<file path="config.mk">
export PLATFORM = sky130hd
export DESIGN_NAME = sisc_fetch_unit
export DESIGN_NICKNAME = d
export VERILOG_FILES = /design/src/rtl/sisc_fetch_unit.sv
export SDC_FILE = /design/constraint.sdc
export NUM_CORES = 1
export LEC_CHECK = 0
export BUFFER_PORTS_ARGS = -buffer_cell sky130_fd_sc_hd__buf_2
export CAP_MARGIN = 10
export CORE_ASPECT_RATIO = 0.7
export CORE_MARGIN = 5
export CORE_UTILIZATION = 30
export DETAILED_ROUTE_END_ITERATION = 16
export GPL_ROUTABILITY_DRIVEN = 0
export SYNTH_ARGS = -nofsm -noshare
export SYNTH_HDL_FRONTEND = slang
export SYNTH_SLANG_ARGS = --single-unit
</file>
<file path="constraint.sdc">
create_clock -name clk -period 1.9 [get_ports clk]
set_input_delay 0 -clock clk [delete_from_list [all_inputs] [get_ports clk]]
set_output_delay 0 -clock clk [all_outputs]
set_load 0.005 [all_outputs]
</file>
<file path="src/rtl/sisc_fetch_unit.sv">
// Instruction fetch unit for the SISC controller: owns PC, IR and STAT, and
// fetches 32-bit words from instruction memory over a rd/valid handshake.
module sisc_fetch_unit #(
  parameter int AW      = 16,
  parameter int TIMEOUT = 15
) (
  input  logic          clk,
  input  logic          rst_f,
  input  logic          fetch_req,
  input  logic          pc_write,
  input  logic [AW-1:0] br_addr,
  input  logic          stat_en,
  input  logic [3:0]    cc,
  output logic          imem_rd,
  output logic [AW-1:0] imem_addr,
  input  logic [31:0]   imem_data,
  input  logic          imem_valid,
  output logic [AW-1:0] pc,
  output logic [3:0]    opcode,
  output logic [3:0]    mm,
  output logic [3:0]    rd,
  output logic [3:0]    rs,
  output logic [3:0]    rt,
  output logic [15:0]   imm,
  output logic [3:0]    stat,
  output logic          ir_valid,
  output logic          busy,
  output logic          fault,
  output logic [1:0]    fsm_state
);

  // Handshake: imem_rd rises with imem_addr and both hold steady until the
  // cycle imem_valid is sampled high in WAIT; imem_valid is ignored elsewhere.
  typedef enum logic [1:0] {
    IDLE  = 2'd0,
    WAIT  = 2'd1,
    FAULT = 2'd2
  } state_t;

  localparam logic [7:0]  LAST_WAIT = 8'(TIMEOUT - 1);
  localparam logic [31:0] HLT_WORD  = 32'hF000_0000;

  state_t        state;
  logic [31:0]   ir;
  logic          pend;
  logic [AW-1:0] pend_addr;
  logic [7:0]    cnt;
  logic [AW-1:0] fetch_addr;

  assign fetch_addr = pc_write ? br_addr : pc;

  always_ff @(posedge clk) begin
    if (rst_f) begin
      state     <= IDLE;
      pc        <= '0;
      ir        <= '0;
      stat      <= '0;
      imem_rd   <= 1'b0;
      imem_addr <= '0;
      ir_valid  <= 1'b0;
      busy      <= 1'b0;
      fault     <= 1'b0;
      pend      <= 1'b0;
      pend_addr <= '0;
      cnt       <= '0;
    end else begin
      if (stat_en) stat <= cc;
      case (state)
        IDLE: begin
          if (fetch_req) begin
            pc        <= fetch_addr;
            imem_addr <= fetch_addr;
            imem_rd   <= 1'b1;
            ir_valid  <= 1'b0;
            busy      <= 1'b1;
            pend      <= 1'b0;
            cnt       <= '0;
            state     <= WAIT;
          end else if (pc_write) begin
            pc <= br_addr;
          end
        end
        WAIT: begin
          if (imem_valid) begin
            ir       <= imem_data;
            ir_valid <= 1'b1;
            imem_rd  <= 1'b0;
            busy     <= 1'b0;
            pend     <= 1'b0;
            state    <= IDLE;
            // A branch arriving with the data still beats the increment.
            if (pc_write)  pc <= br_addr;
            else if (pend) pc <= pend_addr;
            else           pc <= pc + 1'b1;
          end else begin
            if (pc_write) begin
              pend      <= 1'b1;
              pend_addr <= br_addr;
            end
            if (cnt == LAST_WAIT) begin
              ir       <= HLT_WORD;
              ir_valid <= 1'b1;
              imem_rd  <= 1'b0;
              busy     <= 1'b0;
              fault    <= 1'b1;
              state    <= FAULT;
            end else begin
              cnt <= cnt + 1'b1;
            end
          end
        end
        default: begin
          state <= FAULT;
        end
      endcase
    end
  end

  assign opcode    = ir[31:28];
  assign mm        = ir[27:24];
  assign rd        = ir[23:20];
  assign rs        = ir[19:16];
  assign rt        = ir[15:12];
  assign imm       = ir[15:0];
  assign fsm_state = state;

endmodule

</file>
==> impl_summary.log, run 1 <==
INFO  metric status = complete, no violations
INFO  metric drtPass1Iterations = 5
INFO  metric flip_flop_cell_with_the_highest_count_after_synthesis = sky130_fd_sc_hd__dfxtp_1
INFO  metric max_root_sink_buffers = 2
INFO  metric cp.arrival = 1.99 ns
INFO  metric finish.net_count = 799
INFO  metric pins_over_their_slew_limit = 0
INFO  metric post_synth_main_area_contributors = sky130_fd_sc_hd__dfxtp_1, sky130_fd_sc_hd__nand2_1, sky130_fd_sc_hd__a21oi_1
INFO  metric clk-insertion-delay-late = 0.35 ns
INFO  metric post_synth_instance_area = ~4700 um^2
INFO  metric grt_overflow = 0
INFO  metric pwr-share-comb = 0.157
INFO  metric yosysMostFrequentCell = sky130_fd_sc_hd__dfxtp_1
INFO  metric slowest_stage = sky130_fd_sc_hd__dfxtp_1
INFO  metric synth-seq-area-share = 0.418
INFO  metric clock.fmax = 0.578 GHz
INFO  metric grt_first_pass_wirelength = 24000 um
INFO  metric via_per_inst = 5.03
INFO  metric avgSynthCellArea = between 8 and 9 um^2
INFO  metric total_number_of_vias = 4748
INFO  metric slew_headroom = 0.624
INFO  metric numPortBuffers = 135
INFO  metric setup.worst_path.start_class = flip-flop
INFO  metric power.clock.fraction = 0.397
INFO  metric setup_tns = 0 ns
INFO  metric clock_sink_count = 98
INFO  metric floorplan.die.width = 159 um
INFO  metric worstSetupPathType = reg2reg
INFO  metric leading_post_synthesis_cells_by_instance_count = sky130_fd_sc_hd__dfxtp_1, sky130_fd_sc_hd__nand2_1, sky130_fd_sc_hd__a21oi_1
INFO  metric yosysWarningCount = 0
INFO  metric crit_required = 2.16 ns
INFO  metric fp.coreArea = 15400 um^2
INFO  metric areaGrowthSynthToFinish = 39.1%
INFO  metric cell_internal_pwr = roughly 0.0037 W
INFO  metric synth_top_area_frac = 0.418
INFO  metric top_level_ports = between 100 and 150
INFO  metric critPathCaptureType = flip-flop
INFO  metric critical_path.max_fanout = 10
INFO  metric postRouteAntennaNets = 0
INFO  metric globalRouteTotalUtil = 0.159
INFO  metric post-place-ws = 0.167 ns
INFO  metric drive_above_1_share = 0.281
INFO  metric crit_path_cell_trace = and4bb_1 > buf_4 > a221oi_1 > a311oi_1
INFO  metric synthDistinctLibCells = between 60 and 70
INFO  metric dp.cells = 871
INFO  metric synthCells = roughly 550
INFO  metric post-dp-hpwl = 10300 um
INFO  metric timing.final.setup_violations = 0
INFO  metric die_h = approximately 110 um
INFO  metric ir_worst_vdd = 400 uV
INFO  metric p_per_area = 771 nW/um^2
INFO  metric holdCritPathClass = in2reg
INFO  metric tritoncts = done
INFO  metric post-route-period-util = 0.910
INFO  metric initial_antenna_violation_count = 1
INFO  metric period_needed = 1.73 ns
INFO  metric final_core_util = 0.423
INFO  metric synth_enable_flop_cells = 0
INFO  metric insertedDiodeCount = 0
INFO  metric worst_case_hold_slack = 0.0763 ns
INFO  metric drc_violations = 0
INFO  metric grt_setup_unrepaired = no
INFO  metric syn_nets = 613
INFO  metric grt_start_max_net_pins = 38
INFO  metric tritoncts.num_buffers = 9
INFO  metric final_cells = 943
INFO  metric initialDrtViolationCount = 234
INFO  metric switching_share = 0.256
INFO  metric netlist.top_cell.by_area = sky130_fd_sc_hd__dfxtp_1
INFO  metric total_leakage_power = approximately 2.7 nW
INFO  metric synthArstFlopShare = 0
INFO  metric num-fill-cells = around 1500
INFO  metric final.setup_skew = 0.0102 ns
INFO  metric cpPeakStageDelay = 0.55 ns
INFO  metric fp.dieArea = 18300 um^2
INFO  metric final_critical_path_setup_slack = 0.170 ns
INFO  metric routed_wirelength = between 10000 and 15000 um
INFO  metric fraction_of_power_consumed_by_sequential_logic = 0.447
INFO  metric root_buffer_cell = sky130_fd_sc_hd__clkbuf_16
INFO  metric htreeDepth = 3
INFO  metric post_cts.resized_instances = 0
INFO  metric floorplan.rows = 38
INFO  metric initial_core_util = 0.304
INFO  metric wl_per_cell = between 15 and 20 um
INFO  metric ys_ff_latch = between 90 and 100
INFO  metric clkSlewWorstSetupHoldPaths = 0.07 ns
INFO  metric worstMarginPinSlew = between 0.5 and 0.6 ns
INFO  metric maxCapViolations = 0
INFO  metric timing_hold_violations_final = 0
INFO  metric switchingPower = 0.00129 W
INFO  metric first_global_vias = 4556
## power by group through the flow
stage	Sequential, W	Combinational [W]	Clock (W)
floorplan	0.00227	0.000398	0
global placement	0.00229	0.000692	0
detailed placement	0.00229	0.000694	0
CTS	0.00224	0.000786	0.00202
global route	0.00226	0.000872	0.00210
finish	0.00224	0.000787	0.00199
## area by class of cell
cell class / instances / area, um^2 / area share
Clock buffer: 11 / 243 / 0.0372
Inverter: 8 / 30.0 / 0.00460
Tap cell: 200 / 250 / 0.0384
Sequential cell: 98 / 1960 / 0.301
Timing Repair Buffer: 227 / 1540 / 0.237
Multi-Input combinational cell: 394 / 2410 / 0.370
Clock inverter: 5 / 77.6 / 0.0119
## critical path: cells and delay by family (launching register included)
kind | cells | cell delay, ns
and+or+nand+nor | 1 | 0.55
buffers and inverters | 1 | 0.21
AOI/OAI and AO/OA | 2 | 0.33
DFF | 1 | 0.55
## flip-flops by register name (all words and copies together) (netlist names), 2 cells and up
register   cells
pc            16
stat           4
pend_addr     16
imem_addr     16
ir            32
cnt            8
fsm_state      2
## layer usage
| metal | vias up | wire length (um) | GRT usage |
|---|---|---|---|
| li1 | 2380 | - | - |
| met1 | 2190 | 7150 | 0.225 |
| met2 | 159 | 6210 | 0.237 |
| met3 | 17 | 1190 | 0.0525 |
| met4 | 2 | 162 | 0.0358 |
| met5 | - | 13 | 0 |
## layout by cell type, fill, tap and decap left out, types with 3 or more instances in the layout
cell                              n
sky130_fd_sc_hd__o221a_2          4
sky130_fd_sc_hd__buf_2          135
sky130_fd_sc_hd__buf_4           33
sky130_fd_sc_hd__o21a_1           4
sky130_fd_sc_hd__mux2i_1         14
sky130_fd_sc_hd__o41ai_1          4
sky130_fd_sc_hd__and4_1           3
sky130_fd_sc_hd__o21ai_0         40
sky130_fd_sc_hd__a211oi_1        13
sky130_fd_sc_hd__o31ai_1          3
sky130_fd_sc_hd__clkbuf_16        9
sky130_fd_sc_hd__ha_1             3
sky130_fd_sc_hd__or3_1            6
sky130_fd_sc_hd__dfxtp_1         98
sky130_fd_sc_hd__nand2_1         96
sky130_fd_sc_hd__nor3b_1          5
sky130_fd_sc_hd__and3_1           5
sky130_fd_sc_hd__o2111ai_1        3
sky130_fd_sc_hd__nor4_1           3
sky130_fd_sc_hd__inv_1            7
sky130_fd_sc_hd__a311oi_1        11
sky130_fd_sc_hd__a41o_1           3
sky130_fd_sc_hd__dlygate4sd3_1   56
sky130_fd_sc_hd__nand3_1         12
sky130_fd_sc_hd__a31oi_1          6
sky130_fd_sc_hd__buf_12           3
sky130_fd_sc_hd__o2111a_1         3
sky130_fd_sc_hd__a21oi_1         54
sky130_fd_sc_hd__o211ai_1         3
sky130_fd_sc_hd__nor2_1          38
sky130_fd_sc_hd__nand4_1          4
sky130_fd_sc_hd__o311ai_0         3
sky130_fd_sc_hd__a221oi_1         4
## path summary, 6_finish.rpt
path                 startpoint            end  slack (ns)  depth (start not counted)
setup / recovery   fsm_state[0]          pc[6]        0.17                          4
hold / removal            rst_f         ir[14]        0.08                          2
setup reg to reg   fsm_state[0]          pc[6]        0.17                          4
hold reg to reg   pend_addr[15]  pend_addr[15]        0.46                          2
## timing repair
action | CTS | global route
buffers inserted | 0 | 0
hold endpoints to repair | 60 | 0
hold buffers | 56 | 0
## cells by family after synthesis
kind of cell | after synthesis | share of synthesized area
and+or+nand+nor | 191 | 0.197
adders and majority gates | 3 | 0.00801
muxes | 16 | 0.0347
AOI/OAI and AO/OA | 181 | 0.267
xor gates and xnor gates | 3 | 0.00560
DFF | 98 | 0.418
buffers and inverters | 60 | 0.0688
## through the flow
stage	power, W	area [um^2]
after CTS	0.00505	6520
after floorplan	0.00267	4690
after global placement	0.00298	5640
after global routing	0.00524	6520
after detailed placement	0.00298	5640
final	0.00503	6520
(Power assumes the default switching activity.)
==> run 2, diff against run 1 <==
--- a/config.mk
+++ b/config.mk
@@ -9,9 +9,11 @@
 export CAP_MARGIN = 10
 export CORE_ASPECT_RATIO = 0.7
 export CORE_MARGIN = 5
-export CORE_UTILIZATION = 30
+export CORE_UTILIZATION = 52
 export DETAILED_ROUTE_END_ITERATION = 16
 export GPL_ROUTABILITY_DRIVEN = 0
+export PLACE_DENSITY = 0.8
+export RECOVER_POWER = 100
 export SYNTH_ARGS = -nofsm -noshare
 export SYNTH_HDL_FRONTEND = slang
 export SYNTH_SLANG_ARGS = --single-unit
==> impl_summary.log, run 2 (synthesis gave the netlist of run 1 again) <==
INFO  metric slew_headroom = 0.601 (-0.0236)
INFO  metric floorplan.die.width = 124 um (-23%)
INFO  metric via_per_inst = 5.92 (+18%)
INFO  metric insertedDiodeCount = 0 (unchanged)
INFO  metric first_global_vias = 4953 (+8.7%)
INFO  metric timing.final.setup_violations = 0 (unchanged)
INFO  metric crit_required = 2.17 ns (about the same)
INFO  metric post-dp-hpwl = 10300 um (+0.14%)
INFO  metric top_level_ports = 136 (unchanged)
INFO  metric drc_violations = 0 (unchanged)
INFO  metric worstSetupPathType = reg2reg
INFO  metric initial_core_util = 0.525 (+0.221)
INFO  metric globalRouteTotalUtil = 0.277 (+0.118)
INFO  metric maxCapViolations = 0 (unchanged)
INFO  metric routed_wirelength = 15400 um (+4.5%)
INFO  metric largest_register_ffs = 32 (unchanged)
INFO  metric worst_case_hold_slack = 0.0264 ns (-0.0499 ns)
INFO  metric die_h = 89.5 um (-22%)
INFO  metric fp.coreArea = 8930 um^2 (-42%)
INFO  metric ir_worst_vdd = 468 uV (+17%)
INFO  metric drtPass1Iterations = 5 (unchanged)
INFO  metric p_total = 0.00501 W (-0.33%)
INFO  metric post-place-ws = 0.0856 ns (-0.0812 ns)
INFO  metric numPortBuffers = 135 (unchanged)
INFO  metric fp.dieArea = 11000 um^2 (-40%)
INFO  metric critPathCaptureType = flip-flop
INFO  metric post-cts-setup-buffers = 0 (unchanged)
INFO  metric status = complete, no violations
INFO  metric grt_overflow = 0 (unchanged)
INFO  metric final_critical_path_setup_slack = 0.136 ns (-0.0344 ns)
INFO  metric grt_setup_unrepaired = no
INFO  metric drive_above_1_share = 0.188 (-0.0930)
INFO  metric largest_reg_by_ff_count = ir
INFO  metric htreeDepth = 3 (unchanged)
INFO  metric grt_first_pass_wirelength = 24300 um (+1.3%)
INFO  metric clock.fmax = 0.567 GHz (-2.0%)
INFO  metric final.setup_skew = 0.00746 ns (-0.00270 ns)
INFO  metric p_per_area = 806 nW/um^2 (+4.5%)
INFO  metric areaGrowthSynthToFinish = 32.6%
INFO  metric setup.worst_path.start_class = flip-flop
INFO  metric floorplan.rows = 29 (-24%)
INFO  metric total_number_of_vias = 5074 (+6.9%)
INFO  metric initialDrtViolationCount = 571 (+140%)
INFO  metric post-route-period-util = 0.928 (+0.0181)
INFO  metric clock_sink_count = 98 (unchanged)
INFO  metric max_root_sink_buffers = 2 (unchanged)
INFO  metric setup_tns = 0 ns (unchanged)
INFO  metric critical_path.max_fanout = 25 (+15)
INFO  metric timing_hold_violations_final = 0 (unchanged)
INFO  metric cp.arrival = 2.03 ns (+0.04 ns)
INFO  metric worstMarginPinSlew = 0.599 ns (+0.0360 ns)
INFO  metric period_needed = 1.76 ns (+0.0344 ns)
INFO  metric postRouteAntennaNets = 0 (unchanged)
INFO  metric initial_antenna_violation_count = 0 (-1)
INFO  metric grt_start_max_net_pins = 45 (+18%)
INFO  metric layout.cells.most_common_list = sky130_fd_sc_hd__dfxtp_1, sky130_fd_sc_hd__nand2_1, sky130_fd_sc_hd__buf_2, sky130_fd_sc_hd__clkbuf_1
INFO  metric clkSlewWorstSetupHoldPaths = 0.07 ns (about the same)
INFO  metric finish.net_count = 789 (-1.3%)
INFO  metric root_buffer_cell = sky130_fd_sc_hd__clkbuf_16
INFO  metric mostFrequentLayoutCell = sky130_fd_sc_hd__dfxtp_1
INFO  metric tritoncts.num_buffers = 9 (unchanged)
INFO  metric holdCritPathClass = in2reg
INFO  metric num-fill-cells = 769 (-50%)
INFO  metric total_leakage_power = 2.41 nW (-11%)
INFO  metric tritoncts = done
INFO  metric final_core_util = 0.697 (+0.273)
INFO  metric wl_per_cell = 18.0 um (+15%)
INFO  metric clk-insertion-delay-late = 0.35 ns (about the same)
INFO  metric pins_over_their_slew_limit = 0 (unchanged)
## run 2: cell count changes in the layout (fill, tap and decap cells not counted), moves of 2 or more
cell                       previous run  this run
sky130_fd_sc_hd__a21oi_2              2         0
sky130_fd_sc_hd__clkbuf_2             0         2
sky130_fd_sc_hd__buf_2              135        79
sky130_fd_sc_hd__buf_12               3         1
sky130_fd_sc_hd__buf_4               33        17
sky130_fd_sc_hd__clkbuf_1             1        61
## run 2: worst paths after layout
kind,startpoint,end,slack (ns),cells past startpoint
worst min-delay path,stat_en,stat[3],0.03,3
worst max register to register,cnt[0],ir[5],0.14,7
worst max-delay path,cnt[0],ir[5],0.14,7
worst min register to register,pend_addr[4],pend_addr[4],0.46,2
## run 2: critical path, stage by stage (launching register included)
cell and delay [ns]:
sky130_fd_sc_hd__dfxtp_1 0.37, sky130_fd_sc_hd__inv_1 0.07, sky130_fd_sc_hd__ha_1 0.21, sky130_fd_sc_hd__and4b_1 0.26, sky130_fd_sc_hd__a21oi_4 0.24, sky130_fd_sc_hd__buf_6 0.22
sky130_fd_sc_hd__o21ai_0 0.13, sky130_fd_sc_hd__a21oi_1 0.17
## run 2: repair_timing
action / 4_1_cts / 5_1_grt
hold buffers: 55 / 0
endpoints found under the setup margin: 0 / 28
resized for setup: 0 / 4
hold endpoints to repair: 59 / 0
## run 2: layout make-up
cell class | count | area (um^2) | share of cell area
Clock buffer | 10 | 239 | 0.0384
Inverter | 8 | 30.0 | 0.00483
Timing Repair Buffer | 217 | 1350 | 0.217
Multi-Input combinational cell | 394 | 2400 | 0.385
Tap cell | 124 | 155 | 0.0250
Sequential cell | 98 | 1960 | 0.316
Clock inverter | 6 | 87.6 | 0.0141
## run 2: report_power, final
part / switching [W] / internal [W]
registers: 0.0000979 / 0.00216
logic: 0.000401 / 0.000351
clock network: 0.000811 / 0.00119
## run 2: layer usage
layer  vias to the layer above  global-route usage  share of wire
met3                        39              0.0715           0.10
met4                         0              0.0874          0.020
met5                         -                   0              0
met1                      2385               0.359           0.43
met2                       295               0.457           0.45
li1                       2355                   -              -
## run 2: metrics by stage
stage | instance area (um^2) | std cells
after floorplan | 4690 | 552
after global placement | 5450 | 786
after detailed placement | 5450 | 786
after CTS | 6330 | 857
after global routing | 6220 | 857
final | 6220 | 857
